[src/rtl/calc_pkg.sv]
// Constants and state encoding shared by the calculator sequencer, the keypad
// decoder and the ALU.
package calc_pkg;

  typedef enum logic [2:0] {
    S_A, S_OP, S_B, S_EXEC, S_WAIT, S_RES, S_ERR
  } state_e;

  localparam logic [1:0] OP_ADD = 2'd1;
  localparam logic [1:0] OP_SUB = 2'd2;
  localparam int         MAX_VAL = 9999;

  function automatic logic op_is_valid(input logic [1:0] op);
    return (op == OP_ADD) || (op == OP_SUB);
  endfunction

endpackage

[src/rtl/calc_controller_key_event.sv]
// Rising-edge detector on the decoder's key-active level: one event per press,
// with the key fields taken from the same cycle as the edge.
module calc_key_event (
  input  logic       clk,
  input  logic       rst,
  input  logic       btn_press,
  input  logic       is_num,
  input  logic       is_op,
  input  logic       is_eq,
  input  logic [3:0] num_val,
  input  logic [1:0] op_val,
  output logic       ev_valid,
  output logic       ev_num,
  output logic       ev_op,
  output logic       ev_eq,
  output logic [3:0] ev_digit,
  output logic [1:0] ev_opcode
);

  logic btn_d, btn_q;

  always_comb begin
    btn_d     = btn_press;
    ev_valid  = btn_press & ~btn_q;
    ev_num    = is_num;
    ev_op     = is_op;
    ev_eq     = is_eq;
    ev_digit  = num_val;
    ev_opcode = op_val;
  end

  always_ff @(posedge clk) begin
    if (rst) btn_q <= 1'b0;
    else     btn_q <= btn_d;
  end

endmodule

[src/rtl/calc_controller.sv]
// Calculator sequencer: key events -> two decimal operands -> one ALU add/sub
// through a start/done handshake -> registered display value.
module calc_controller
  import calc_pkg::*;
#(
  parameter int MAX_DIGITS  = 4,
  parameter int W           = 14,
  parameter int ALU_TIMEOUT = 16
) (
  input  logic           clk,
  input  logic           rst,
  input  logic           btn_press,
  input  logic           is_num,
  input  logic           is_op,
  input  logic           is_eq,
  input  logic [3:0]     num_val,
  input  logic [1:0]     op_val,
  output logic           alu_start,
  output logic [1:0]     alu_op,
  output logic [W-1:0]   alu_a,
  output logic [W-1:0]   alu_b,
  input  logic           alu_done,
  input  logic [W+1:0]   alu_result,
  output logic [W-1:0]   disp_val,
  output logic           disp_neg,
  output logic           disp_err,
  output logic           busy
);

  localparam int CW = $clog2(MAX_DIGITS + 1);
  localparam int TW = $clog2(ALU_TIMEOUT + 1);
  localparam logic [CW-1:0]       CNT_ONE   = CW'(1);
  localparam logic [CW-1:0]       CNT_MAX   = CW'(MAX_DIGITS);
  localparam logic [TW-1:0]       TIMER_END = TW'(ALU_TIMEOUT - 1);
  localparam logic signed [W+1:0] RES_MAX   = (W+2)'(MAX_VAL);
  localparam logic signed [W+1:0] RES_MIN   = -RES_MAX;

  logic       ev_valid, ev_num, ev_op, ev_eq;
  logic [3:0] ev_digit;
  logic [1:0] ev_opcode;

  calc_key_event u_key_event (
    .clk       (clk),
    .rst       (rst),
    .btn_press (btn_press),
    .is_num    (is_num),
    .is_op     (is_op),
    .is_eq     (is_eq),
    .num_val   (num_val),
    .op_val    (op_val),
    .ev_valid  (ev_valid),
    .ev_num    (ev_num),
    .ev_op     (ev_op),
    .ev_eq     (ev_eq),
    .ev_digit  (ev_digit),
    .ev_opcode (ev_opcode)
  );

  state_e          state_q, state_d;
  logic [W-1:0]    a_q, a_d, b_q, b_d;
  logic [CW-1:0]   cnt_a_q, cnt_a_d, cnt_b_q, cnt_b_d;
  logic [1:0]      op_q, op_d;
  logic [W+1:0]    result_q, result_d;
  logic [TW-1:0]   timer_q, timer_d;
  logic            alu_start_q, alu_start_d;
  logic [W-1:0]    disp_val_q, disp_val_d;
  logic            disp_neg_q, disp_neg_d;
  logic            disp_err_q, disp_err_d;
  logic            busy_q, busy_d;

  logic key_num, key_op, key_eq, out_of_range;
  logic [W-1:0] digit_w;

  // a*10 + d as two shifts and an add; the digit counter keeps it in range.
  function automatic logic [W-1:0] shift_add(input logic [W-1:0] v, input logic [3:0] d);
    return (v << 3) + (v << 1) + W'(d);
  endfunction

  always_comb begin
    key_num      = ev_valid & ev_num;
    key_op       = ev_valid & ev_op & op_is_valid(ev_opcode);
    key_eq       = ev_valid & ev_eq;
    digit_w      = W'(ev_digit);
    out_of_range = ($signed(alu_result) > RES_MAX) || ($signed(alu_result) < RES_MIN);
  end

  always_comb begin
    // NOTE: every _d starts from its _q so no path through this block can infer a latch.
    state_d  = state_q;
    a_d      = a_q;
    b_d      = b_q;
    cnt_a_d  = cnt_a_q;
    cnt_b_d  = cnt_b_q;
    op_d     = op_q;
    result_d = result_q;
    timer_d  = timer_q;

    case (state_q)
      S_A: begin
        if (key_num) begin
          if (cnt_a_q < CNT_MAX) begin
            a_d     = shift_add(a_q, ev_digit);
            cnt_a_d = cnt_a_q + CNT_ONE;
          end
        end else if (key_op) begin
          op_d    = ev_opcode;
          state_d = S_OP;
        end
      end
      S_OP: begin
        if (key_num) begin
          b_d     = digit_w;
          cnt_b_d = CNT_ONE;
          state_d = S_B;
        end else if (key_op) begin
          op_d = ev_opcode;
        end
      end
      S_B: begin
        if (key_num) begin
          if (cnt_b_q < CNT_MAX) begin
            b_d     = shift_add(b_q, ev_digit);
            cnt_b_d = cnt_b_q + CNT_ONE;
          end
        end else if (key_eq) begin
          state_d = S_EXEC;
        end
      end
      S_EXEC: begin
        timer_d = '0;
        state_d = S_WAIT;
      end
      S_WAIT: begin
        if (alu_done) begin
          result_d = alu_result;
          state_d  = out_of_range ? S_ERR : S_RES;
        end else if (timer_q == TIMER_END) begin
          state_d = S_ERR;
        end else begin
          timer_d = timer_q + TW'(1);
        end
      end
      S_RES: begin
        if (key_num) begin
          a_d     = digit_w;
          b_d     = '0;
          cnt_a_d = CNT_ONE;
          state_d = S_A;
        end else if (key_op && !result_q[W+1]) begin
          // Chained operation: the result becomes operand A and is closed to digits.
          a_d     = W'(result_q);
          cnt_a_d = CNT_MAX;
          op_d    = ev_opcode;
          state_d = S_OP;
        end
      end
      S_ERR: begin
        if (key_num) begin
          a_d     = digit_w;
          cnt_a_d = CNT_ONE;
          state_d = S_A;
        end
      end
      default: state_d = S_A;
    endcase

    // Outputs are computed from next-state values so the registered copy is current.
    alu_start_d = (state_d == S_EXEC);
    busy_d      = (state_d == S_EXEC) || (state_d == S_WAIT);
    disp_neg_d  = 1'b0;
    disp_err_d  = 1'b0;
    case (state_d)
      S_A, S_OP: disp_val_d = a_d;
      S_RES: begin
        disp_val_d = result_d[W+1] ? W'(-result_d) : W'(result_d);
        disp_neg_d = result_d[W+1];
      end
      S_ERR: begin
        disp_val_d = '0;
        disp_err_d = 1'b1;
      end
      default: disp_val_d = b_d;
    endcase
  end

  always_ff @(posedge clk) begin
    if (rst) begin
      state_q     <= S_A;
      a_q         <= '0;
      b_q         <= '0;
      cnt_a_q     <= '0;
      cnt_b_q     <= '0;
      op_q        <= '0;
      result_q    <= '0;
      timer_q     <= '0;
      alu_start_q <= 1'b0;
      disp_val_q  <= '0;
      disp_neg_q  <= 1'b0;
      disp_err_q  <= 1'b0;
      busy_q      <= 1'b0;
    end else begin
      // NOTE: non-blocking assignments so every flop samples the pre-edge _d values.
      state_q     <= state_d;
      a_q         <= a_d;
      b_q         <= b_d;
      cnt_a_q     <= cnt_a_d;
      cnt_b_q     <= cnt_b_d;
      op_q        <= op_d;
      result_q    <= result_d;
      timer_q     <= timer_d;
      alu_start_q <= alu_start_d;
      disp_val_q  <= disp_val_d;
      disp_neg_q  <= disp_neg_d;
      disp_err_q  <= disp_err_d;
      busy_q      <= busy_d;
    end
  end

  assign alu_start = alu_start_q;
  assign alu_op    = op_q;
  assign alu_a     = a_q;
  assign alu_b     = b_q;
  assign disp_val  = disp_val_q;
  assign disp_neg  = disp_neg_q;
  assign disp_err  = disp_err_q;
  assign busy      = busy_q;

endmodule

[config.mk]
export PLATFORM = sky130hd
export DESIGN_NAME = calc_controller
export DESIGN_NICKNAME = d
export VERILOG_FILES = /design/src/rtl/calc_pkg.sv /design/src/rtl/calc_controller_key_event.sv /design/src/rtl/calc_controller.sv
export SDC_FILE = /design/constraint.sdc
export NUM_CORES = 1
export LEC_CHECK = 0
export ABC_AREA = 0
export BUFFER_PORTS_ARGS = -buffer_cell sky130_fd_sc_hd__buf_4
export CORE_UTILIZATION = 42
export CTS_CLUSTER_DIAMETER = 50
export CTS_CLUSTER_SIZE = 30
export DETAILED_ROUTE_END_ITERATION = 16
export HOLD_SLACK_MARGIN = 0.12
export RECOVER_POWER = 25
export SLEW_MARGIN = 10
export SYNTH_ARGS = -nofsm -noshare
export SYNTH_HDL_FRONTEND = slang
export SYNTH_SLANG_ARGS = --single-unit
[constraint.sdc]
create_clock -name clk -period 6.4 [get_ports clk]
set_clock_uncertainty 0.15 [all_clocks]
set_input_delay 0.32 -clock clk [delete_from_list [all_inputs] [get_ports clk]]
set_output_delay 0.32 -clock clk [all_outputs]
set_load 0.02 [all_outputs]
Word-level counts from Yosys, hierarchy flattened --
Index checks and enable logic that the tools add are counted.
Word-level totals: input port bits 29, logic and storage cells 123, bits in registers 79
Operators by class: equality and inequality tests 27, mux-type cells 45, $add $sub $neg 8, bitwise gates (word level) 7, $lt $le $gt $ge 4, reduce and logical (&&, ||, !) cells 18
Operator list (number):
- $mux 14 | 10
- $pmux 14 s3 | 3
- $mux 3 | 17
- $mux 16 | 2
- $add 14x14->14 | 2
- $add 14x4->14 | 2
- $ne 2x2->1 const B | 11
- $pmux 3 s7 | 1
- $eq 3x3->1 const B | 6
- $gt 16x15->1 const B | 1
- $lt 16x15->1 const B | 1
- $neg 14->14 | 1
- $mux 2 | 5
- $mux 5 | 2
- $pmux 5 s2 | 1
- $reduce_and 5->1 | 2
- $eq 3x2->1 const B | 3
- $pmux 3 s3 | 1
- $add 3x1->3 const B | 2
- $eq 3x1->1 const B | 2
- $logic_not 3->1 | 2
- $lt 3x3->1 const B | 2
- $pmux 3 s2 | 1
- $reduce_bool 2->1 | 3
- other kinds (17) | 26

Depth between registers and ports, before layout --
Gate-level depths: netlist (run 1).
depth in word-level cells 11, mapped depth 12, gate-level depth less buffers 11

Modules after synthesis --
A second synthesis (run 1) with hierarchy kept.
Second synthesis, totals: cell total of the unflattened synthesis 635, area total of the unflattened synthesis 5466.5 sq um
By module, submodules not included:
- calc_controller | cells an instance 623, area each 5351.4 sq um, times used 1
- calc_key_event | cells an instance 12, area each 115.1 sq um, times used 1

Worst setup path after synthesis (run 1) --
Ideal clock, no wire load.
path kind register to register, from reg a_q[0] (netlist: alu_a[0]), to reg disp_val_q[13] (netlist: disp_val[13]), library setup time 126 ps, required time 6124 ps, data arrival time 2882 ps, path buffers 0, stages on the path, launching flop included 12, clock period less this slack 3159 ps, slack 3241 ps, cell sequence dfxtp_1 -> inv_1 -> fa_1 -> inv_1 -> ha_1 -> a211oi_1 -> o21ai_1 -> and3_1 -> a2111oi_0 -> mux2i_1 -> a221oi_1 -> o2bb2ai_1
Between the ends: longest elaborated chain between the ends 6
Ends and longest elaborated chain:
- start: declaration | line calc_controller.sv:60 | logic [W-1:0] a_q, a_d, b_q, b_d;
- start signal: assignment | line calc_controller.sv:189 | a_q <= '0;
- start signal: assignment | line calc_controller.sv:204 | a_q <= a_d;
- $add 14x14->14 | line calc_controller.sv:76 | return (v << 3) + (v << 1) + W'(d);
- $add 14x4->14 | line calc_controller.sv:76
- $mux 14 | line calc_controller.sv:101 | if (cnt_a_q < CNT_MAX) begin
- $mux 14 | line calc_controller.sv:100 | if (key_num) begin
- $pmux 14 s3 | line calc_controller.sv:98 | case (state_q)
- $pmux 14 s3 | line calc_controller.sv:172 | case (state_d)
- end signal: assignment | line calc_controller.sv:212 | disp_val_q <= disp_val_d;
- end: declaration | line calc_controller.sv:66 | logic [W-1:0] disp_val_q, disp_val_d;
Every way passes these cells. A chain may end at the register's enable or synchronous reset.

Worst setup path after layout (run 1) --
Ends and elaborated chain as after synthesis.

==> results of run 1 <==
[per-layer routing]
metal	share of wire (%)	wire (um)	GRT usage [%]
met1	46	7500	33.5
met2	44	7170	38.9
met3	6.3	1010	4.50
met4	2.8	456	11.7
met5	0	0	0
[cells in the mapped netlist, types with 3 or more instances]
library cell	instances	area, um2
dfxtp_1	78	1560
nor2_1	78	293
ha_1	49	613
a21oi_1	38	190
nand2_1	33	124
o21ai_0	28	140
inv_1	23	86.3
nor3_1	22	110
mux2i_1	19	190
xnor2_1	16	140
clkbuf_1	12	45.0
xor2_1	12	105
nand3_1	10	50.1
a22oi_1	9	67.6
and2_1	9	56.3
o21a_1	9	67.6
a211oi_1	8	60.1
a31oi_1	8	50.1
nor4_1	8	50.1
or3_1	8	50.1
nand2b_1	7	43.8
o22a_1	7	61.3
o22ai_1	7	43.8
a32oi_1	6	52.6
buf_2	6	30.0
nand4_1	6	37.5
nor2b_1	6	37.5
o21ai_1	6	30.0
a222oi_1	5	50.1
and3_1	5	31.3
buf_6	5	56.3
a21o_1	4	30.0
buf_4	4	30.0
fa_1	4	80.1
o31ai_1	4	30.0
or2_2	4	25.0
a221o_1	3	30.0
a221oi_1	3	26.3
and2b_1	3	22.5
nand4bb_1	3	33.8
o211ai_1	3	22.5
o31a_1	3	26.3
[how the worst max path moves through the flow]
stage | startpoint | end | slack, ps | cells past startpoint
finish | alu_a[0]$_SDFF_PP0_ | disp_val[13]$_SDFF_PP0_ | 2840 | 11
global placement | num_val[3] | disp_val[13]$_SDFF_PP0_ | 2910 | 12
global route | state_q[2]$_SDFF_PP0_ | disp_val[12]$_SDFF_PP0_ | 2630 | 7
detailed placement | num_val[3] | disp_val[13]$_SDFF_PP0_ | 2810 | 12
CTS | alu_a[0]$_SDFF_PP0_ | disp_val[13]$_SDFF_PP0_ | 2830 | 11
floorplan | alu_a[0]$_SDFF_PP0_ | disp_val[13]$_SDFF_PP0_ | 3240 | 11
[per-stage QoR]
step           util (%)  hold slack, ps
2_1_floorplan         -             294
3_3_place_gp       48.2             298
3_5_place_dp       48.2             304
4_1_cts            51.0             145
5_1_grt            50.1             157
6_report           50.1             145
[power groups by stage]
stage                     combinational [mW]  sequential (mW)  clock (mW)
after floorplan                       0.0742            0.518           0
after global placement                 0.130            0.514           0
after detailed placement               0.130            0.513           0
after CTS                              0.132            0.503       0.579
after global routing                   0.140            0.503       0.596
final                                  0.129            0.503       0.570
[cell families (layout without fill, tap and decap cells)]
family,count (synthesis),count (layout),synth area share (%)
AOI/OAI and AO/OA,181,181,24.2
xor gates and xnor gates,28,28,4.51
DFF,78,78,28.7
muxes,22,22,4.12
and+or+nand+nor,219,219,21.1
buffers and inverters,51,121,4.63
adders and majority gates,53,53,12.8
[timing repair]
action	4_1_cts	5_1_grt
hold endpoints to repair	3	0
setup endpoints to repair	0	0
hold buffers	2	0
[registers in the layout (all words and copies together) (netlist names), 2 cells and up]
name	flops
alu_a	14
alu_b	14
alu_op	2
cnt_a_q	3
cnt_b_q	3
disp_val	14
result_q	15
state_q	3
timer_q	5
[worst min-delay path, cell delays in order]
cell,delay (ps)
buf_4,90
a221oi_1,100
nor2_1,80
[final cells by class]
class / instances / area (um2) / share of cell area (%)
inverters: 23 / 86.3 / 1.37
multi-input cells: 503 / 3620 / 57.3
clock inverters: 5 / 81.3 / 1.29
clock buffers: 11 / 253 / 4.00
well taps: 172 / 215 / 3.40
repair buffers: 82 / 504 / 7.97
flip-flops and latches: 78 / 1560 / 24.7
==> impl_results.md, run 1 <==
* H-tree levels at 3
* CTS clk-pin slew, worst paths at approximately 60 ps
* Clock share of power at 47.5%
* Tot Pwr at 1.20 mW
* IO buf count at between 70 and 80
* CORE AREA at 0.0126 mm2
* Drt pass-1 iters at 6
* Root Driver: clkbuf_16
* Slew Viols, Final at 0
* Area of the mapped netlist at 0.00544 mm2
* RD Place Congestion at between 0.8 and 0.9
* R2r startpoint: alu_a[0]$_SDFF_PP0_
* Largest net degree at the start of global routing at 60
* Cells on worst reg2reg path at 11
* Vias in the first global route at 4768
* Final Hold Fails at 0
* Max_slew headroom at 43.9%
* Final cell count without fillers at roughly 870
* Max FO, Critical Path at 3
* Crit path capture type: flop
* Die X-Extent at ~120 um
* Routed Antenna Nets at 0
* Status: finished clean
* Gate power share at 10.7%
* Asr flop ratio synth at 0%
* Sw Ratio at between 20% and 30%
* Post-synth EDFFs at 0
* Die ar. at 0.0134 mm2
* Vias at roughly 5100
* Post-Syn Instances at 632
* Final WL at 16100 um
* Setup violations, final at 0
* Fin crit share at 55.7%
* Height of the die at 116 um
* Final net count at roughly 780
* Sw Pwr at 294 uW
* Gr usage total at 25.0%
* R2R setup slack at 2840 ps
* Maximum VDD drop at 0.119 mV
* Yosys warns at 0
* Layout area overhead at 16.3%
* Iteration-0 DRC Markers at 318
* Fillers at 1280
* Static leakage at 2.59 nW
* Postcts setup bufs at 0
* I/O Pins at 77
* Post-synthesis sequential area ratio at between 20 and 30%
* Crit start category: flop
* CP dominant cell by count: inv_1
* Worst-Margin Slew at between 800 and 900 ps
* Drt via density at 5.89
* Setup TNS at 0 ps
* Post-layout min period at approximately 3600 ps
* Max-cap violations at 0
* Final routed DRC violation total at 0
* CP arrival at 3620 ps
* CTS Buf Count at 9
* R2r endpoint: disp_val[13]$_SDFF_PP0_
* Synth Flop Type: dfxtp_1
* Initial antenna violation count at 0
* Critical path, cell by cell: inv_1 > fa_1 > inv_1 > ha_1 > a211oi_1 > o21ai_1 > and3_1 > a2111oi_0 > mux2i_1 > a221oi_1 > o2bb2ai_1
* Hold Crit Depth at 3
* Post-Layout Inst Area at 0.00632 mm2
* Initial core utilization at 43.1%
* Setup slack after layout at 2840 ps
* Slowest CP cell: fa_1
* Netlist cell types at 85
* Critical path class: flop to flop
* Hpwl dp at ~12000 um
* Max Root-Sink Buffers at 2
* Hold Path End: alu_b[3]$_SDFF_PP0_
* Pwr per Cell Area at 190 mW/mm2
* RSZ-0062 raised after global routing: no
* Detailed-route wire length per cell at 18.5 um
* CTS tree: yes
* Post-CTS sizing at 0
* Setup WS pre-CTS at 2810 ps
* Row count at 41
* Hold Path Class: input port to flop
* Crit path largest cell delay at 560 ps
* Avg Inst Size Synth at 8.60 um2
* Worst-skew pair later-pin latency at 340 ps
* First-pass GRT wire length at 25200 um
* Gr ovfl total at 0
* Ant. Diodes at 0
* Share of cells above drive strength 1 at a little over an eighth
* Delay-heaviest family, CP: compound AO/OA/AOI/OAI gates
* Data required, critical path at 6460 ps
* Yosys reg bits at slightly below 80
* Syn nets at 714
* Int Pwr at 908 uW
* Inst Count DP at 856
* Most frequent cells in the layout: nor2_1 (78), dfxtp_1 (78), ha_1 (49), buf_4 (49), a21oi_1 (38)
* DP Area at a little over 0.006 mm2
* Max Freq at 281 MHz
* Min-delay src: num_val[3]
* Bufs and invs on worst path at 2
* Sequential share of power at a little over two fifths
* Clock sink count at 78
(Power assumes the default switching activity.)
==> inputs of run 2 (changes only) <==
==> constraint.sdc (replaced) <==
create_clock -name clk -period 3.5 [get_ports clk]
set_clock_uncertainty 0.15 [all_clocks]
set_input_delay 0.175 -clock clk [delete_from_list [all_inputs] [get_ports clk]]
set_output_delay 0.175 -clock clk [all_outputs]
set_load 0.02 [all_outputs]
==> run 2 against run 1 <==
  * Routed wire length up 2.9%
  * Sequential cell count unchanged
  * Maximum frequency up 7.8%
  * Sequential share of layout area down 0.73 points
  * Sequential power up 82%
  * Hold slack better by 38 ps
  * Via count up 1.9%
  * Global-route usage up 1.1 points
  * Non-clock buffer count up 24
==> impl_results.md, run 2 (synthesis results as in run 1) <==
* Status: finished clean
* Bufs and invs on worst path at 2 (unchanged)
* Met3 routed wirelength at 1050 um (+4.0%)
* Tot Pwr at 2.15 mW (+79%)
* Share of cells above drive strength 1 at 13.5% (+0.25 points)
* Initial core utilization at 43.1% (unchanged)
* Slew Viols, Final at 0 (unchanged)
* Drt pass-1 iters at 6 (unchanged)
* Worst-skew pair later-pin latency at 350 ps (about the same)
* Post-layout min period at 3310 ps (-259 ps)
* Worst-Margin Slew at 958 ps (+121 ps)
* Row count at 41 (unchanged)
* Hpwl dp at 12500 um (+2.5%)
* Layout area overhead at 19.9%
* Height of the die at 116 um (unchanged)
* CP arrival at 3370 ps (-250 ps)
* Die ar. at 0.0134 mm2 (unchanged)
* Crit path capture type: flop
* Max Root-Sink Buffers at 2 (unchanged)
* Data required, critical path at 3560 ps (-2900 ps)
* Hold Path Class: input port to flop
* Gr usage total at 26.0% (+1.1 points)
* CORE AREA at 0.0126 mm2 (unchanged)
* Setup violations, final at 0 (unchanged)
* Postcts setup bufs at 0 (unchanged)
* CTS Buf Count at 9 (unchanged)
* Max-cap violations at 0 (unchanged)
* Final WL at 16600 um (+2.9%)
* Critical path, cell by cell: inv_1 > fa_1 > inv_1 > ha_1 > a211oi_1 > o21ai_1 > and3_1 > a2111oi_1 > mux2i_1 > a221oi_1 > o2bb2ai_1
* Die X-Extent at 116 um (unchanged)
* Drt via density at 5.84 (-0.78%)
* CTS clk-pin slew, worst paths at 60 ps (about the same)
* Uppermost layer routed: met4
* Top reg by flops: result_q
* H-tree levels at 3 (unchanged)
* RSZ-0062 raised after global routing: no
* Largest net degree at the start of global routing at 60 (unchanged)
* I/O Pins at 77 (unchanged)
* Most frequent cells in the layout: nor2_1 (78), dfxtp_1 (78), buf_4 (56), ha_1 (49), a21oi_1 (38)
* Iteration-0 DRC Markers at 317 (-0.31%)
* Max FFs per register at 15 (unchanged)
* First-pass GRT wire length at 26600 um (+5.3%)
* Metal-1 WL at 7530 um (+0.40%)
* Slowest CP cell: fa_1
* Pwr per Cell Area at 330 mW/mm2 (+73%)
* Routed Antenna Nets at 0 (unchanged)
* Initial antenna violation count at 0 (unchanged)
* Max Freq at 303 MHz (+7.8%)
* Fin crit share at 94.4% (+39 points)
* Detailed-route wire length per cell at 18.5 um (+0.17%)
* Final routed DRC violation total at 0 (unchanged)
* Static leakage at 2.68 nW (+3.4%)
* CTS tree: yes
* IO buf count at 76 (unchanged)
* Gr ovfl total at 0 (unchanged)
* Maximum VDD drop at 0.185 mV (+55%)
* Setup TNS at 0 ps (unchanged)
* Crit start category: flop
* Ant. Diodes at 0 (unchanged)
* Vias at 5247 (+1.9%)
* Root Driver: clkbuf_16
* Vias in the first global route at 5060 (+6.1%)
* Final net count at 803 (+3.1%)
* CP dominant cell by count: inv_1
* Max FO, Critical Path at 3 (unchanged)
* Max_slew headroom at 35.8% (-8.1 points)
* Final Hold Fails at 0 (unchanged)
* Clock sink count at 78 (unchanged)
* RD Place Congestion at 0.922 (+5.9%)
* Met2 WL at 7550 um (+5.4%)
* Crit path largest cell delay at 560 ps (about the same)
* Critical path class: flop to flop
* Delay-heaviest family, CP: compound AO/OA/AOI/OAI gates
-- run 2: final cells by class --
type / instances / area [um2]
clock buffer: 13 / 260
clock inverter: 3 / 42.5
fill: 1261 / 6100
inverter: 23 / 86.3
multi-input combinational: 503 / 3620
sequential: 78 / 1560
tap: 172 / 215
timing repair buffer: 106 / 727
-- run 2: path summary, 6_finish.rpt --
kind                             endpoint  slack, ps  cells past startpoint                   start
hold reg to reg    alu_op[1]$_SDFFE_PP0P_        300                      2  alu_op[1]$_SDFFE_PP0P_
setup / recovery  disp_val[13]$_SDFF_PP0_        190                     11     alu_a[0]$_SDFF_PP0_
setup reg to reg  disp_val[13]$_SDFF_PP0_        190                     11     alu_a[0]$_SDFF_PP0_
hold / removal        alu_a[3]$_SDFF_PP0_        180                      5              num_val[3]
-- run 2: metrics by stage --
step	setup WS, ps	std cells	utilization (%)	hold slack, ps	cell area (um2)
after detailed placement	180	863	48.6	289	6140
after CTS	157	898	52.5	159	6630
after floorplan	341	632	-	153	5440
after global routing	19.8	898	51.6	209	6520
final	194	898	51.6	183	6520
after global placement	286	863	48.6	281	6140
-- run 2: repair_timing --
action	in CTS	in global routing
hold endpoints to repair	21	0
resized for setup	0	1
endpoints found under the setup margin	0	1
hold buffers	19	0
-- run 2: worst reg2reg max path: cells and delay by family (launching register included) --
family                     cells  cell delay [ps]
and+or+nand+nor                1              170
AOI/OAI and AO/OA              5             1310
adders and majority gates      2              860
muxes                          1              160
buffers and inverters          2              150
DFF                            1              360
-- run 2: routing by layer --
metal,up-vias,GRT usage [%]
li1,2537,-
met1,2486,35.6
met2,185,41.2
met3,39,4.60
met4,0,9.40
met5,-,0
-- run 2: power by group --
group,internal [mW],total [mW],switching [mW]
Clock,0.591,0.970,0.379
Sequential,0.903,0.917,0.0140
Combinational,0.109,0.260,0.151
